===== config.mk =====
export PLATFORM = sky130hd
export DESIGN_NAME = cache_debug_sweep
export DESIGN_NICKNAME = d
export VERILOG_FILES = /design/src/rtl/cache_debug_sweep_pkg.sv /design/src/rtl/cache_debug_sweep_pick.sv /design/src/rtl/cache_debug_sweep.sv
export SDC_FILE = /design/constraint.sdc
export NUM_CORES = 1
export LEC_CHECK = 0
export CORE_AREA = 8 8 111 113
export CTS_CLUSTER_SIZE = 20
export DETAILED_ROUTE_END_ITERATION = 7
export DIE_AREA = 0 0 119 121
export GPL_ROUTABILITY_DRIVEN = 0
export PLACE_DENSITY = 0.79
export SKIP_LAST_GASP = 1
export SLEW_MARGIN = 20
export SYNTH_ARGS = -nofsm -noshare
export SYNTH_HDL_FRONTEND = slang
export SYNTH_SLANG_ARGS = --single-unit

===== constraint.sdc =====
create_clock -name clk -period 2.5 [get_ports clk]
set_input_delay 0.5 -clock clk [delete_from_list [all_inputs] [get_ports clk]]
set_output_delay 0.5 -clock clk [all_outputs]
set_load 0.03 [all_outputs]

===== src/rtl/cache_debug_sweep_pkg.sv =====
// Shared types for the cache debug sweep: line index/address layout, debug port map, sweep states.
package cache_debug_sweep_pkg;

  localparam int INDEX_W  = 6;
  localparam int OFFSET_W = 4;
  localparam int TAG_W    = 32 - 1 - INDEX_W - OFFSET_W;

  typedef logic [INDEX_W-1:0] addr_index;
  typedef logic [31:0]        word;

  typedef struct packed {
    logic              io;
    logic [TAG_W-1:0]  tag;
    addr_index         index;
    logic [OFFSET_W-1:0] offset;
  } addr_bits;

  localparam logic [2:0] DBG_ADDR_STATUS = 3'd0;
  localparam logic [2:0] DBG_ADDR_WORD0  = 3'd4;
  localparam int         DBG_LINE_WORDS  = 5;

  typedef enum logic [2:0] {
    IDLE,
    PICK,
    LOAD,
    READ,
    PUSH,
    NEXT,
    DONE
  } sweep_state;

  // Word k of a dumped line: k=0 is the status word, k=1..4 map to data words 0..3.
  function automatic logic [2:0] word_addr(input logic [2:0] k);
    return (k == 3'd0) ? DBG_ADDR_STATUS : (DBG_ADDR_WORD0 + k - 3'd1);
  endfunction

endpackage


===== src/rtl/cache_debug_sweep_pick.sv =====
// Lowest set mask bit at or above pos; found=0 when none remain.
// Purely combinational, no handshake.
module cache_sweep_pick #(
  parameter int N = 4
) (
  input  logic [N-1:0] mask,
  input  logic [3:0]   pos,
  output logic         found,
  output logic [2:0]   idx
);

  // Scan downwards so the lowest qualifying bit is the one left standing.
  always_comb begin
    found = 1'b0;
    idx   = 3'd0;
    for (int i = N - 1; i >= 0; i--) begin
      if (mask[i] && (4'(i) >= pos)) begin
        found = 1'b1;
        idx   = 3'(i);
      end
    end
  end

endmodule


===== src/rtl/cache_debug_sweep.sv =====
// Walks line indices over the masked caches, streaming status + 4 data words per line.
// Registered outputs, one bus transaction per word; waitrequest and out_ready stall the walk in place.
module cache_debug_sweep
  import cache_debug_sweep_pkg::*;
#(
  parameter int NUM_CACHES = 4
) (
  input  logic                  clk,
  input  logic                  rst_n,
  input  logic                  ctrl_start,
  input  logic                  ctrl_abort,
  input  addr_index             ctrl_first,
  input  addr_index             ctrl_last,
  input  logic [NUM_CACHES-1:0] ctrl_mask,
  output logic                  ctrl_busy,
  output logic                  ctrl_done,
  output logic                  ctrl_aborted,
  output logic [15:0]           ctrl_count,
  output logic [NUM_CACHES-1:0] dbg_select,
  output logic [2:0]            dbg_address,
  output logic                  dbg_read,
  output logic                  dbg_write,
  output word                   dbg_writedata,
  input  logic                  dbg_waitrequest,
  input  word                   dbg_readdata,
  output logic                  out_valid,
  input  logic                  out_ready,
  output word                   out_data,
  output logic [2:0]            out_cache,
  output logic                  out_last
);

  localparam logic [2:0] LAST_K = 3'(DBG_LINE_WORDS - 1);

  sweep_state            state_q, state_d;
  addr_index             last_q, last_d;
  addr_index             cur_idx_q, cur_idx_d;
  logic [NUM_CACHES-1:0] mask_q, mask_d;
  logic [2:0]            cur_cache_q, cur_cache_d;
  logic                  cache_vld_q, cache_vld_d;
  logic [2:0]            k_q, k_d;
  logic                  abort_pend_q, abort_pend_d;
  logic                  busy_q, busy_d;
  logic                  done_q, done_d;
  logic                  aborted_q, aborted_d;
  logic [15:0]           count_q, count_d;
  logic [NUM_CACHES-1:0] select_q, select_d;
  logic [2:0]            address_q, address_d;
  logic                  read_q, read_d;
  logic                  write_q, write_d;
  word                   writedata_q, writedata_d;
  logic                  out_valid_q, out_valid_d;
  word                   out_data_q, out_data_d;
  logic [2:0]            out_cache_q, out_cache_d;
  logic                  out_last_q, out_last_d;

  logic       pick_found;
  logic [2:0] pick_idx;
  logic [3:0] pick_pos;
  logic       abort_hit;
  addr_bits   load_bits;

  // cache_vld_q=0 stands for "no cache visited yet at this index".
  assign pick_pos = cache_vld_q ? ({1'b0, cur_cache_q} + 4'd1) : 4'd0;

  cache_sweep_pick #(.N(NUM_CACHES)) u_pick (
    .mask  (mask_q),
    .pos   (pick_pos),
    .found (pick_found),
    .idx   (pick_idx)
  );

  always_comb begin
    state_d      = state_q;
    last_d       = last_q;
    mask_d       = mask_q;
    cur_idx_d    = cur_idx_q;
    cur_cache_d  = cur_cache_q;
    cache_vld_d  = cache_vld_q;
    k_d          = k_q;
    abort_pend_d = abort_pend_q;
    aborted_d    = aborted_q;
    count_d      = count_q;
    out_data_d   = out_data_q;
    out_cache_d  = out_cache_q;
    out_last_d   = out_last_q;
    abort_hit    = abort_pend_q | ctrl_abort;

    case (state_q)
      IDLE: begin
        if (ctrl_start) begin
          last_d      = ctrl_last;
          mask_d      = ctrl_mask;
          cur_idx_d   = ctrl_first;
          cache_vld_d = 1'b0;
          count_d     = 16'd0;
          aborted_d   = 1'b0;
          state_d     = PICK;
        end
      end
      PICK: begin
        if (mask_q == '0) begin
          state_d = DONE;
        end else if (pick_found) begin
          cur_cache_d = pick_idx;
          cache_vld_d = 1'b1;
          state_d     = LOAD;
        end else begin
          state_d = NEXT;
        end
      end
      LOAD: begin
        if (!dbg_waitrequest) begin
          k_d     = 3'd0;
          state_d = READ;
        end
      end
      READ: begin
        if (!dbg_waitrequest) begin
          out_data_d  = dbg_readdata;
          out_cache_d = cur_cache_q;
          out_last_d  = (k_q == LAST_K);
          state_d     = PUSH;
        end
      end
      PUSH: begin
        if (out_ready) begin
          if (k_q == LAST_K) begin
            count_d = (count_q == 16'hFFFF) ? count_q : count_q + 16'd1;
            state_d = PICK;
          end else begin
            k_d     = k_q + 3'd1;
            state_d = READ;
          end
        end
      end
      NEXT: begin
        if (cur_idx_q == last_q) begin
          state_d = DONE;
        end else begin
          cur_idx_d   = cur_idx_q + INDEX_W'(1);
          cache_vld_d = 1'b0;
          state_d     = PICK;
        end
      end
      DONE:    state_d = IDLE;
      default: state_d = IDLE;
    endcase

    // A pending abort only takes effect when a state is left, so bus and stream handshakes finish first.
    if (state_q inside {PICK, LOAD, READ, PUSH, NEXT}) begin
      abort_pend_d = abort_hit;
      if (abort_hit && (state_d != state_q)) begin
        state_d      = DONE;
        aborted_d    = 1'b1;
        abort_pend_d = 1'b0;
      end
    end else begin
      abort_pend_d = 1'b0;
    end

    busy_d      = (state_d != IDLE);
    done_d      = (state_d == DONE);
    read_d      = (state_d == READ);
    write_d     = (state_d == LOAD);
    out_valid_d = (state_d == PUSH);
    select_d    = (read_d || write_d) ? (NUM_CACHES'(1) << cur_cache_d) : '0;
    address_d   = read_d ? word_addr(k_d) : DBG_ADDR_STATUS;

    load_bits       = '0;
    load_bits.index = cur_idx_d;
    writedata_d     = write_d ? word'(load_bits) : '0;
  end

  always_ff @(posedge clk or negedge rst_n) begin
    if (!rst_n) begin
      state_q      <= IDLE;
      last_q       <= '0;
      cur_idx_q    <= '0;
      mask_q       <= '0;
      cur_cache_q  <= '0;
      cache_vld_q  <= 1'b0;
      k_q          <= '0;
      abort_pend_q <= 1'b0;
      busy_q       <= 1'b0;
      done_q       <= 1'b0;
      aborted_q    <= 1'b0;
      count_q      <= '0;
      select_q     <= '0;
      address_q    <= '0;
      read_q       <= 1'b0;
      write_q      <= 1'b0;
      writedata_q  <= '0;
      out_valid_q  <= 1'b0;
      out_data_q   <= '0;
      out_cache_q  <= '0;
      out_last_q   <= 1'b0;
    end else begin
      state_q      <= state_d;
      last_q       <= last_d;
      cur_idx_q    <= cur_idx_d;
      mask_q       <= mask_d;
      cur_cache_q  <= cur_cache_d;
      cache_vld_q  <= cache_vld_d;
      k_q          <= k_d;
      abort_pend_q <= abort_pend_d;
      busy_q       <= busy_d;
      done_q       <= done_d;
      aborted_q    <= aborted_d;
      count_q      <= count_d;
      select_q     <= select_d;
      address_q    <= address_d;
      read_q       <= read_d;
      write_q      <= write_d;
      writedata_q  <= writedata_d;
      out_valid_q  <= out_valid_d;
      out_data_q   <= out_data_d;
      out_cache_q  <= out_cache_d;
      out_last_q   <= out_last_d;
    end
  end

  assign ctrl_busy     = busy_q;
  assign ctrl_done     = done_q;
  assign ctrl_aborted  = aborted_q;
  assign ctrl_count    = count_q;
  assign dbg_select    = select_q;
  assign dbg_address   = address_q;
  assign dbg_read      = read_q;
  assign dbg_write     = write_q;
  assign dbg_writedata = writedata_q;
  assign out_valid     = out_valid_q;
  assign out_data      = out_data_q;
  assign out_cache     = out_cache_q;
  assign out_last      = out_last_q;

endmodule


### After elaboration in Yosys (flattened, before gate mapping)

Cells that the tools add are included.

* bits in registers: 102
* word-level logic and storage cells: 121

* order comparisons: 4
* multiplexer cells: 50
* reductions and logical operators: 17
* shift-type cells: 1
* bitwise logic cells: 2
* equality and inequality tests: 20
* add/subtract/negate cells: 6

Operators by type and width (count)
* 2-to-1 mux 16 bit: 4
* 2-to-1 mux 3 bit: 17
* one-hot mux 16 bit (2 select lines): 1
* one-hot mux 3 bit (6 select lines): 1
* adder 16 x 1 -> 16 bit, second input constant: 1
* == test 16 bit, second input constant: 1
* == test 3 bit, second input constant: 5
* 2-to-1 mux 1 bit: 14
* != test 2 bit, second input constant: 7
* == test 3 x 2 -> 1 bit, second input constant: 4
* 2-to-1 mux 6 bit: 2
* one-hot mux 6 bit (2 select lines): 1
* 2-to-1 mux 10 bit: 1
* 2-to-1 mux 2 bit: 5
* AND reduction 5 bit: 2
* greater-or-equal comparator 1 x 4 -> 1 bit, first input constant: 2
* greater-or-equal comparator 2 x 4 -> 1 bit, first input constant: 2
* 2-to-1 mux 4 bit: 2
* adder 6 x 1 -> 6 bit, second input constant: 1
* == test 6 bit: 1
* zero test 3 bit: 2
* one-hot mux 3 bit (2 select lines): 1
* nonzero test 3 bit: 2
* logical AND 1 bit: 5
* 15 further kinds: 16

### Logic depth before layout (Yosys ltp)

Gate-level depths: netlist of run 1.

* depth in word-level cells: 18
* mapped depth: 9
* depth with buffers taken out: 9

### Cells and area by module

From an unflattened synthesis of run 1, not the netlist that was laid out.

* cells, all modules: 436
* area total of the unflattened synthesis: 4749.6 sq um

By module, submodules not included
* cache_debug_sweep: area an instance 4638.2 sq um, seq. area each 2452.4 sq um, times used 1, cells an instance 423
* cache_sweep_pick: area an instance 111.4 sq um, seq. area each 0.0 sq um, times used 1, cells an instance 13

### Worst setup path after synthesis of run 1

Ideal clock, no wire load.

* path type: reg-to-reg
* from: reg cur_cache_q[0]
* to: reg select_q[1] (netlist: dbg_select[1])
* clock period less this slack: 2276 ps
* data arrival time: 2196 ps
* data required time: 2420 ps
* buffers on the path: 0
* stages on the path, launching flop included: 8
* slack: 224 ps
* cell sequence: dfrtp_1 > ha_1 > and2_2 > o32ai_4 > a21oi_2 > or3_1 > a31o_2 > nor3b_2

* cells in the longest elaborated chain, start to end: 18
* elaborated cells between the ends (all ways): 33

Ends and longest elaborated chain
* start, declared: line cache_debug_sweep.sv:39 `logic [2:0] cur_cache_q, cur_cache_d;`
* start signal, assigned: line cache_debug_sweep.sv:203 `cur_cache_q <= cur_cache_d;`
* adder 3 x 1 -> 4 bit: line cache_debug_sweep.sv:64 `assign pick_pos = cache_vld_q ? ({1'b0, cur_cache_q} + 4'd1) : 4'd0;`
* 2-to-1 mux 4 bit: line cache_debug_sweep.sv:64
* greater-or-equal comparator 2 x 4 -> 1 bit: line cache_debug_sweep_pick.sv:17 `if (mask[i] && (4'(i) >= pos)) begin`
* logical AND 1 bit: line cache_debug_sweep_pick.sv:17
* 2-to-1 mux 1 bit (4 in series): line cache_debug_sweep_pick.sv:17
* 2-to-1 mux 3 bit: line cache_debug_sweep.sv:104 `end else if (pick_found) begin`
* 2-to-1 mux 3 bit: line cache_debug_sweep.sv:102 `if (mask_q == '0) begin`
* one-hot mux 3 bit (6 select lines): line cache_debug_sweep.sv:89 `case (state_q)`
* != test 3 bit: line cache_debug_sweep.sv:153 `if (abort_hit && (state_d != state_q)) begin`
* logical AND 1 bit: line cache_debug_sweep.sv:153
* 2-to-1 mux 3 bit: line cache_debug_sweep.sv:153
* 2-to-1 mux 3 bit: line cache_debug_sweep.sv:151 `if (state_q inside {PICK, LOAD, READ, PUSH, NEXT}) begin`
* == test 3 x 2 -> 1 bit, on equally long branches: line cache_debug_sweep.sv:164, cache_debug_sweep.sv:165
* logical OR 1 bit: line cache_debug_sweep.sv:167 `select_d = (read_d || write_d) ? (NUM_CACHES'(1) << cur_cache_d) : '0;`
* 2-to-1 mux 4 bit (*): line cache_debug_sweep.sv:167
* named net select_d[1]: line cache_debug_sweep.sv:47 `logic [NUM_CACHES-1:0] select_q, select_d;`
* end signal, assigned: line cache_debug_sweep.sv:211 `select_q <= select_d;`
* end, declared: line cache_debug_sweep.sv:47

Mark *: on every way through the listed nets, which the timed path passes. The rest lies on a longest branch.
A chain may end at the register's enable or synchronous reset.

### Final worst setup path of run 1

* from: reg cur_cache_q[0]
* to: reg address_q[2] (netlist: dbg_address[2])

* cells in the longest elaborated chain, start to end: 17
* elaborated cells between the ends (all ways): 23

Ends and longest elaborated chain
* adder 3 x 1 -> 4 bit (*): line cache_debug_sweep.sv:64
* 2-to-1 mux 4 bit (*): line cache_debug_sweep.sv:64
* greater-or-equal comparator 2 x 4 -> 1 bit: line cache_debug_sweep_pick.sv:17
* logical AND 1 bit: line cache_debug_sweep_pick.sv:17
* 2-to-1 mux 1 bit (3 in series): line cache_debug_sweep_pick.sv:17
* 2-to-1 mux 1 bit (*): line cache_debug_sweep_pick.sv:17
* 2-to-1 mux 3 bit (*): line cache_debug_sweep.sv:104
* 2-to-1 mux 3 bit (*): line cache_debug_sweep.sv:102
* one-hot mux 3 bit (6 select lines) (*): line cache_debug_sweep.sv:89
* != test 3 bit: line cache_debug_sweep.sv:153
* logical AND 1 bit: line cache_debug_sweep.sv:153
* 2-to-1 mux 3 bit: line cache_debug_sweep.sv:153
* 2-to-1 mux 3 bit (*): line cache_debug_sweep.sv:151
* == test 3 x 2 -> 1 bit (*): line cache_debug_sweep.sv:164 `read_d = (state_d == READ);`
* 2-to-1 mux 3 bit (*): line cache_debug_sweep.sv:168 `address_d = read_d ? word_addr(k_d) : DBG_ADDR_STATUS;`
* named net address_d[2]: line cache_debug_sweep.sv:48 `logic [2:0] address_q, address_d;`
* end signal, assigned: line cache_debug_sweep.sv:212 `address_q <= address_d;`
* end, declared: line cache_debug_sweep.sv:48

Marked as above.

==> results of run 1 <==
cell usage after synthesis, types with 2 or more instances:
cell type	count	share of area (%)
nor4b_1	3	0.55
nor3b_2	2	0.52
a21o_1	2	0.31
ha_1	6	1.6
o21a_1	3	0.47
a31o_2	2	0.37
o22ai_1	2	0.26
o21ai_0	19	2.0
nand4_1	6	0.79
mux2_2	2	0.47
and4_1	2	0.37
nor4_1	2	0.26
inv_1	12	0.94
nor2_1	27	2.1
and2_1	4	0.52
or3_1	7	0.92
clkbuf_1	12	0.94
a31oi_1	2	0.26
nor3_1	11	1.2
nand2b_1	2	0.26
a21oi_2	2	0.37
nor3b_1	2	0.31
buf_2	2	0.21
a21oi_1	15	1.6
xnor2_1	3	0.55
o311ai_0	2	0.37
dfrtp_1	98	51
o31ai_1	2	0.31
nand2_1	163	13
buf_4	28	4.4
xor2_1	12	2.2
nor2b_1	5	0.66
nor4_4	3	1.3
nand3_1	14	1.5
layout by cell type, fill, tap and decap left out, types with 6 or more instances in the layout:
| cell | synthesis | routed |
|---|---|---|
| a21oi_1 | 15 | 14 |
| xor2_1 | 12 | 12 |
| nand4_1 | 6 | 6 |
| clkbuf_8 | 0 | 9 |
| nand2_1 | 163 | 163 |
| ha_1 | 6 | 6 |
| clkdlybuf4s50_1 | 0 | 123 |
| conb_1 | 1 | 26 |
| nand3_1 | 14 | 14 |
| buf_4 | 28 | 18 |
| o21ai_0 | 19 | 19 |
| nor2_1 | 27 | 26 |
| or3_1 | 7 | 7 |
| inv_1 | 12 | 12 |
| dfrtp_1 | 98 | 98 |
| nor3_1 | 11 | 10 |
metal layers:
layer / vias up / global-route usage, % / part of all wire (%)
li1: 1939 / - / -
met1: 1932 / 19.2 / 40
met2: 125 / 31.2 / 53
met3: 19 / 3.26 / 5.7
met4: 0 / 7.59 / 2.1
met5: - / 0 / 0
worst paths after layout:
path | from | endpoint | slack (ns) | cells after the start
min in group clk | out_data[18] | out_data[18] | 0.48 | 2
min reg2reg | out_data[18] | out_data[18] | 0.48 | 2
min | rst_n | ctrl_count[5] | 0.01 | 1
max in group asynchronous | rst_n | out_data[12] | 1.79 | 2
max | cur_cache_q[0] | dbg_address[2] | 0.1 | 7
max reg2reg | cur_cache_q[0] | dbg_address[2] | 0.1 | 7
repair_timing:
action | CTS | global route
resized for setup | 0 | 7
setup buffers | 0 | 1
setup endpoints to repair | 0 | 10
sequential cells by signal, indices dropped and copies added, names as in the netlist:
register,flops
dbg_address,3
ctrl_done,1
out_cache,3
abort_pend_q,1
dbg_select,4
ctrl_aborted,1
dbg_read,1
out_data,32
out_valid,1
last_q,6
ctrl_busy,1
cur_cache_q,3
k_q,3
cache_vld_q,1
state_q,3
cur_idx_q,6
out_last,1
mask_q,4
ctrl_count,16
dbg_writedata,6
dbg_write,1
final cells by class:
class	instances	area, um^2
clock buffers	9	124
inverters	12	45.0
well taps	140	175
repair buffers	142	1390
clock inverters	7	45.0
fillers	896	4240
flip-flops and latches	98	2450
multi-input cells	383	2140
per-stage QoR:
| stage | utilization [%] | cells |
|---|---|---|
| 2_1_floorplan | - | 535 |
| 3_3_place_gp | 58.0 | 774 |
| 3_5_place_dp | 58.0 | 774 |
| 4_1_cts | 59.6 | 790 |
| 5_1_grt | 60.1 | 791 |
| 6_report | 60.1 | 791 |
kinds of logic (layout without fill, tap and decap cells):
| kind of cell | after synthesis | in the layout | share of synthesized area (%) |
|---|---|---|---|
| buffers and inverters | 54 | 170 | 6.51 |
| adders and majority gates | 6 | 6 | 1.57 |
| muxes | 3 | 3 | 0.682 |
| DFF | 98 | 98 | 51.4 |
| and+or+nand+nor | 267 | 267 | 27.2 |
| xor gates and xnor gates | 15 | 15 | 2.75 |
| AOI/OAI and AO/OA | 66 | 66 | 9.84 |
| other | 1 | 26 | 0.0786 |
power groups by stage:
| stage | registers (mW) | clock network, mW | logic, mW |
|---|---|---|---|
| detailed placement | 2.64 | 0 | 3.87 |
| CTS | 2.61 | 0.945 | 3.89 |
| global placement | 2.60 | 0 | 3.75 |
| global route | 2.69 | 1.00 | 4.27 |
| finish | 2.61 | 0.927 | 3.96 |
| floorplan | 3.28 | 0 | 1.74 |
==> results.md, run 1 <==
- Drc violations: 0
- Post-layout total power: between 7 and 8 mW
- Sequential share of power: 34.8%
- First-pass GRT wire length: just over 20 mm
- Die Height: around 120 um
- Seq/Total Area, Yosys: between 50% and 60%
- Ratio of cells with drive above 1 in the final layout: a little under 10%
- Worst setup margin: roughly 0.097 ns
- Slew @ Worst Pin: approximately 0.55 ns
- Final period util: 96.1%
- Buf/Inv on CP: 0
- Yosys Warn Count: 0
- Post-synth EDFFs: 0
- Final #Nets: between 700 and 800
- Top_reg_cell synth: dfrtp_1
- GRT overflow: 0
- Synth Register Bits: 98
- Vias in the first global route: around 4,200
- Synthesized cell area: 0.00477 mm^2
- Maximum fanout along the worst path: 5
- DIE WIDTH: between 100 and 150 um
- Hold Slack: ~0.015 ns
- Slowest cell on the critical path: dfrtp_1
- Internal: about 4 mW
- Final min period: 2.40 ns
- Max VDD drop: ~0.55 mV
- Worst EP required: around 2.8 ns
- Cell variety after synth: 65
- Design area: 0.00637 mm^2
- Post-DP HPWL: ~9.6 mm
- Initial Util: approximately 45%
- Slew headroom: about 63%
- N_diodes: 0
- Worst path max stage delay: roughly 0.39 ns
- Count of final setup violators: 0
- Pins Over Slew Limit: 0
- Mapped Avg Cell Area: ~9.4 um^2
- Clk pwr share: about 12%
- Unrepaired setup endpoints after global routing: yes
- Synth async-reset ratio: 100%
- Clock Tree Root: clkbuf_8
- Routed WL: between 10 and 15 mm
- Area grow syn2layout: 33.5%
- Iteration-0 DRC count of the detailed router: about 230
- Dpl ws: -0.0435 ns
- Logic pwr share: between 50% and 60%
- Largest net degree at the start of global routing: 49
- Worst setup path category: reg -> reg
- Worst Skew: 0.00871 ns
- Skew-Pair Late Insertion Delay: around 0.36 ns
- Syn Inst Count: 510
- Detail Route Antenna Nets: 0
- CTS tree: built
- Hold bufs inserted after CTS: 0
- Startpoint types: register
- Avg WL per Cell: between 15 and 20 um
- Tot GR Track Use: around 17%
- P_sw: around 3.4 mW
- Status: completed
- Crit end category: register
- Initial antenna violation count: 0
- Setup TNS Final: 0 ns
- Max Root-Sink Buffers: 2
- Placed cell areas: roughly 0.0062 mm^2
- Cells along the critical path: ha_1 > and2_2 > o32ai_4 > nand4b_1 > and3_1 > o21a_1 > nor4b_1
- Port bufs: 124
- Vias: approximately 4,000
- Via/cell ratio: approximately 5.1
- Pwr/cell area: roughly 1200 mW/mm^2
- Clock transition at the registers of the reported paths: around 0.09 ns
- Pre-antenna DRT Iters: 4
- Ports: 151
- Net Sw Frac: 45.3%
- Core Region: around 0.011 mm^2
- Total CTS buffers: 9
- Worst EP arrival: 2.67 ns
- Site row count: 38
- Hold WC Path Type: in -> async
- Final Hold Vio Count: 0
- Leak: about 2.9 nW
- H-Tree Depth: 3
- MaxCap Viol Count: 0
- Clock tree sinks: 98
- Fmax achieved: about 420 MHz
- Critical path's top delay family: simple AND/OR/NAND/NOR gates
- Total die area: around 0.014 mm^2
Note: power is estimated with default switching activity, not from simulation.
==> run 2, diff against run 1 <==
CTS_CLUSTER_SIZE = unset   (was 20)
==> results of run 2 <==
Final layout, timing and power as in run 1 (identical DEF).
==> run 3, diff against run 2 <==
ABC_AREA = 1   (was unset)
CORE_AREA = 8 8 112 114   (was 8 8 111 113)
DIE_AREA = 0 0 120 122   (was 0 0 119 121)
PLACE_DENSITY = 0.78   (was 0.79)
clock period = 2.56 ns   (was 2.5 ns; I/O delays follow)
==> run 3 against run 2 <==
Power fell by 3.9%. Highest routed layer unchanged. Area after synthesis increased by 1.3%. First-iteration DRC count grew 0.88%. Register-to-register slack better by 0.14 ns. Largest power group unchanged. Routed wire length down 8.7%. Largest cell class unchanged.
==> results.md, run 3 <==
- Post-DP HPWL: 9.08 mm (was 9.57 mm)
- Cells along the critical path: ha_1 > nand2_1 > nor2_1 > nor2_1 > nand2_1 > nand2_1 > nor2_4 > nand2_2 > nand2_4 > nand2_1 > nand2_2 > nand4_4 > nand2_4 > nand4_4 > nor2_2 (was ha_1 > and2_2 > o32ai_4 > nand4b_1 > and3_1 > o21a_1 > nor4b_1)
- Pwr/cell area: 1130 mW/mm^2 (was 1180 mW/mm^2)
- Final min period: 2.32 ns (was 2.40 ns)
- Area grow syn2layout: 31.5% (was 33.5%)
- Origin of the critical flop-to-flop path: cur_cache_q[0] (unchanged)
- Skew-Pair Late Insertion Delay: 0.35 ns (was 0.36 ns)
- Detail Route Antenna Nets: 0 (unchanged)
- Finished Core Util: 59.4% (was 60.1%)
- DIE WIDTH: 120 um (was 119 um)
- Initial Util: 45.2% (was 45.0%)
- Worst Skew: 0.00707 ns (was 0.00871 ns)
- Startpoint types: register (unchanged)
- Yosys Warn Count: 0 (unchanged)
- Register area: 0.00245 mm^2 (unchanged)
- Port bufs: 124 (unchanged)
- Seq/Total Area, Yosys: 50.7% (was 51.4%)
- Avg WL per Cell: 14.3 um (was 15.8 um)
- Final #Nets: 717 (was 706)
- Multi-input logic area: 0.00198 mm^2 (was 0.00214 mm^2)
- Post-layout total power: 7.20 mW (was 7.49 mW)
- Cell mode on critical path: nand2_1
- Worst setup path category: reg -> reg (unchanged)
- Synth area leaders: dfrtp_1 51%, nand2_1 7.9%, mux2_2 7.5% (was dfrtp_1 51%, nand2_1 13%, buf_4 4.4%)
- Internal: 4.04 mW (was 4.10 mW)
- Pre-antenna DRT Iters: 4 (unchanged)
- GRT overflow: 0 (unchanged)
- Commonest cells after routing, fill and taps aside: 123 x clkdlybuf4s50_1, 102 x nand2_1, 98 x dfrtp_1 (was 163 x nand2_1, 123 x clkdlybuf4s50_1, 98 x dfrtp_1)
- Syn Inst Count: 524 (was 510)
- Final period util: 90.7% (was 96.1%)
- Setup Fix Bufs, Post-CTS: 0 (unchanged)
- Critical path's top delay family: simple AND/OR/NAND/NOR gates (unchanged)
- Most numerous cell in the Yosys netlist: nand2_1 (unchanged)
- Ports: 151 (unchanged)
- Leak: 2.95 nW (was 2.91 nW)
- Most common cell after layout, fill and taps aside: clkdlybuf4s50_1 (was nand2_1)
- Max Root-Sink Buffers: 2 (unchanged)
- Commonest cells post-synth: 102 x nand2_1, 98 x dfrtp_1, 64 x inv_1 (was 163 x nand2_1, 98 x dfrtp_1, 28 x buf_4)
- Synthesized cell area: 0.00483 mm^2 (was 0.00477 mm^2)
- CTS tree: built (unchanged)
- Clock transition at the registers of the reported paths: 0.08 ns (was 0.09 ns)
- Tot GR Track Use: 16.0% (was 17.2%)
- Buf/Inv on CP: 0 (unchanged)
- Count of final setup violators: 0 (unchanged)
- MaxCap Viol Count: 0 (unchanged)
- Post-synth EDFFs: 0 (unchanged)
- Mapped Avg Cell Area: 9.22 um^2 (was 9.35 um^2)
- Drc violations: 0 (unchanged)
- Placed cells: 786 (was 774)
- Sequential share of power: 34.3% (was 34.8%)
- Net Sw Frac: 43.9% (was 45.3%)
- Placed cell areas: 0.00618 mm^2 (was 0.00615 mm^2)
- Hold Slack: 0.203 ns (was 0.0149 ns)
- R2R Setup Slk: 0.24 ns (was 0.1 ns)
- Fmax achieved: 430 MHz (was 416 MHz)
- Post-synth top area cell: dfrtp_1 (unchanged)
- Maximum fanout along the worst path: 8 (was 5)
- Clock tree sinks: 98 (unchanged)
- Iteration-0 DRC count of the detailed router: 230 (was 228)
- Clock Tree Root: clkbuf_8 (unchanged)
- Crit end category: register (unchanged)
- Hold bufs inserted after CTS: 0 (unchanged)
- Cell variety after synth: 38 (was 65)
- Status: completed (unchanged)
- Design area: 0.00636 mm^2 (was 0.00637 mm^2)
- Total die area: 0.0146 mm^2 (was 0.0144 mm^2)
- Clk pwr share: 12.3% (was 12.4%)
- R2r endpoint: dbg_writedata[4] (was dbg_address[2])
- Ratio of cells with drive above 1 in the final layout: 15.3% (was 9.68%)
- Slew headroom: 52.7% (was 63.2%)
- Total CTS buffers: 9 (unchanged)
- Hold WC Path Type: in -> async (unchanged)
- FILL cells: 931 (was 896)
- Vias in the first global route: 3,975 (was 4,212)
- Logic pwr share: 53.4% (was 52.8%)
- P_sw: 3.16 mW (was 3.39 mW)
- Final Hold Vio Count: 0 (unchanged)
- Slew @ Worst Pin: 0.710 ns (was 0.548 ns)
- Worst setup margin: 0.237 ns (was 0.0971 ns)
- Synth async-reset ratio: 100% (unchanged)
- Max reg flops: 32 (unchanged)
- H-Tree Depth: 3 (unchanged)
- Vias: 3,866 (was 4,015)
- First-pass GRT wire length: 19.1 mm (was 20.5 mm)
- Max VDD drop: 0.593 mV (was 0.548 mV)
- Worst path max stage delay: 0.43 ns (was 0.39 ns)
- N_diodes: 0 (unchanged)
- Site row count: 38 (unchanged)
- Via/cell ratio: 4.83 (was 5.08)
- Worst EP required: 2.85 ns (was 2.77 ns)
- Final cell count without fillers: 801 (was 791)
- Pins Over Slew Limit: 0 (unchanged)
- Core Region: 0.0107 mm^2 (was 0.0106 mm^2)
- Cells on worst reg2reg path: 15 (was 7)
- Slowest cell on the critical path: dfrtp_1 (unchanged)
- Synth Register Bits: 98 (unchanged)
- Setup TNS Final: 0 ns (unchanged)
- Routed WL: 11.4 mm (was 12.5 mm)
- Top_reg_cell synth: dfrtp_1 (unchanged)
- Initial antenna violation count: 0 (unchanged)
- Die Height: 122 um (was 121 um)
- Top cell type's share of synthesized area: 50.7% (was 51.4%)
- Unrepaired setup endpoints after global routing: no (was yes)
- Dpl ws: 0.132 ns (was -0.0435 ns)
- Largest net degree at the start of global routing: 57 (was 49)
- Worst EP arrival: 2.61 ns (was 2.67 ns)
-- run 3: changes by cell type after synthesis, sizes merged, moves of 7 or more --
cell / change
o21ai: +15
inv: +62
xor2: -8
or3: -7
nor2: +27
clkbuf: -8
mux2: +30
nand2: -51
-- run 3: worst register-to-register path, stage by stage, from the launching register on --
cell and delay, ns:
dfrtp_1 0.43, ha_1 0.30, nand2_1 0.10, nor2_1 0.11
nor2_1 0.08, nand2_1 0.08, nand2_1 0.08, nor2_4 0.14
nand2_2 0.10, nand2_4 0.12, nand2_1 0.07, nand2_2 0.08
nand4_4 0.10, nand2_4 0.14, nand4_4 0.18, nor2_2 0.14
-- run 3: worst max-delay path by stage --
stage | from | to | slack [ns] | cells past startpoint
global placement | out_ready | ctrl_count[12] | 0.21 | 12
finish | cur_cache_q[0] | dbg_writedata[4] | 0.24 | 15
floorplan | cur_cache_q[0] | dbg_writedata[4] | 0.56 | 13
global route | cur_cache_q[0] | dbg_writedata[9] | 0.02 | 15
detailed placement | out_ready | ctrl_count[13] | 0.13 | 13
CTS | cur_cache_q[0] | dbg_writedata[4] | 0.21 | 13
-- run 3: cell families (layout without fill, tap and decap cells) --
logic type | after synthesis | after routing | synth area share, %
AND/OR/NAND/NOR | 209 | 209 | 21.1
buffers and inverters | 108 | 220 | 10.4
flip-flops | 98 | 98 | 50.7
AO/OA/AOI/OAI | 66 | 66 | 7.95
multiplexers | 32 | 32 | 7.46
adder cells (fa/ha/maj) | 6 | 6 | 1.55
XOR/XNOR | 4 | 4 | 0.725
other | 1 | 26 | 0.0776
-- run 3: metal layers --
layer  GRT usage, %  up-vias  wire, um  part of all wire (%)
li1               -     1899         -                     -
met4           6.79        0       193                   1.7
met3           3.56       16       794                   6.9
met5              0        -         0                     0
met1           18.0     1819      4600                    40
met2           28.9      132      5850                    51
-- run 3: timing repair --
item | CTS | global route
hold endpoints to repair | 0 | 0
endpoints found under the setup margin | 0 | 6
resized for setup | 0 | 1
-- run 3: power groups by stage --
stage               clock, mW  sequential, mW  combinational (mW)
detailed placement          0            2.50                3.86
global route            0.992            2.54                4.18
global placement            0            2.47                3.76
floorplan                   0            3.22                1.78
finish                  0.886            2.47                3.84
CTS                     0.918            2.47                3.87
-- run 3: final cells by class --
| class | instances | share of cell area, % |
|---|---|---|
| timing repair buffer | 131 | 20.5 |
| tap | 140 | 2.76 |
| inverter | 74 | 4.37 |
| clock buffer | 13 | 2.50 |
| sequential | 98 | 38.6 |
| multi-input combinational | 343 | 31.1 |
| clock inverter | 2 | 0.197 |
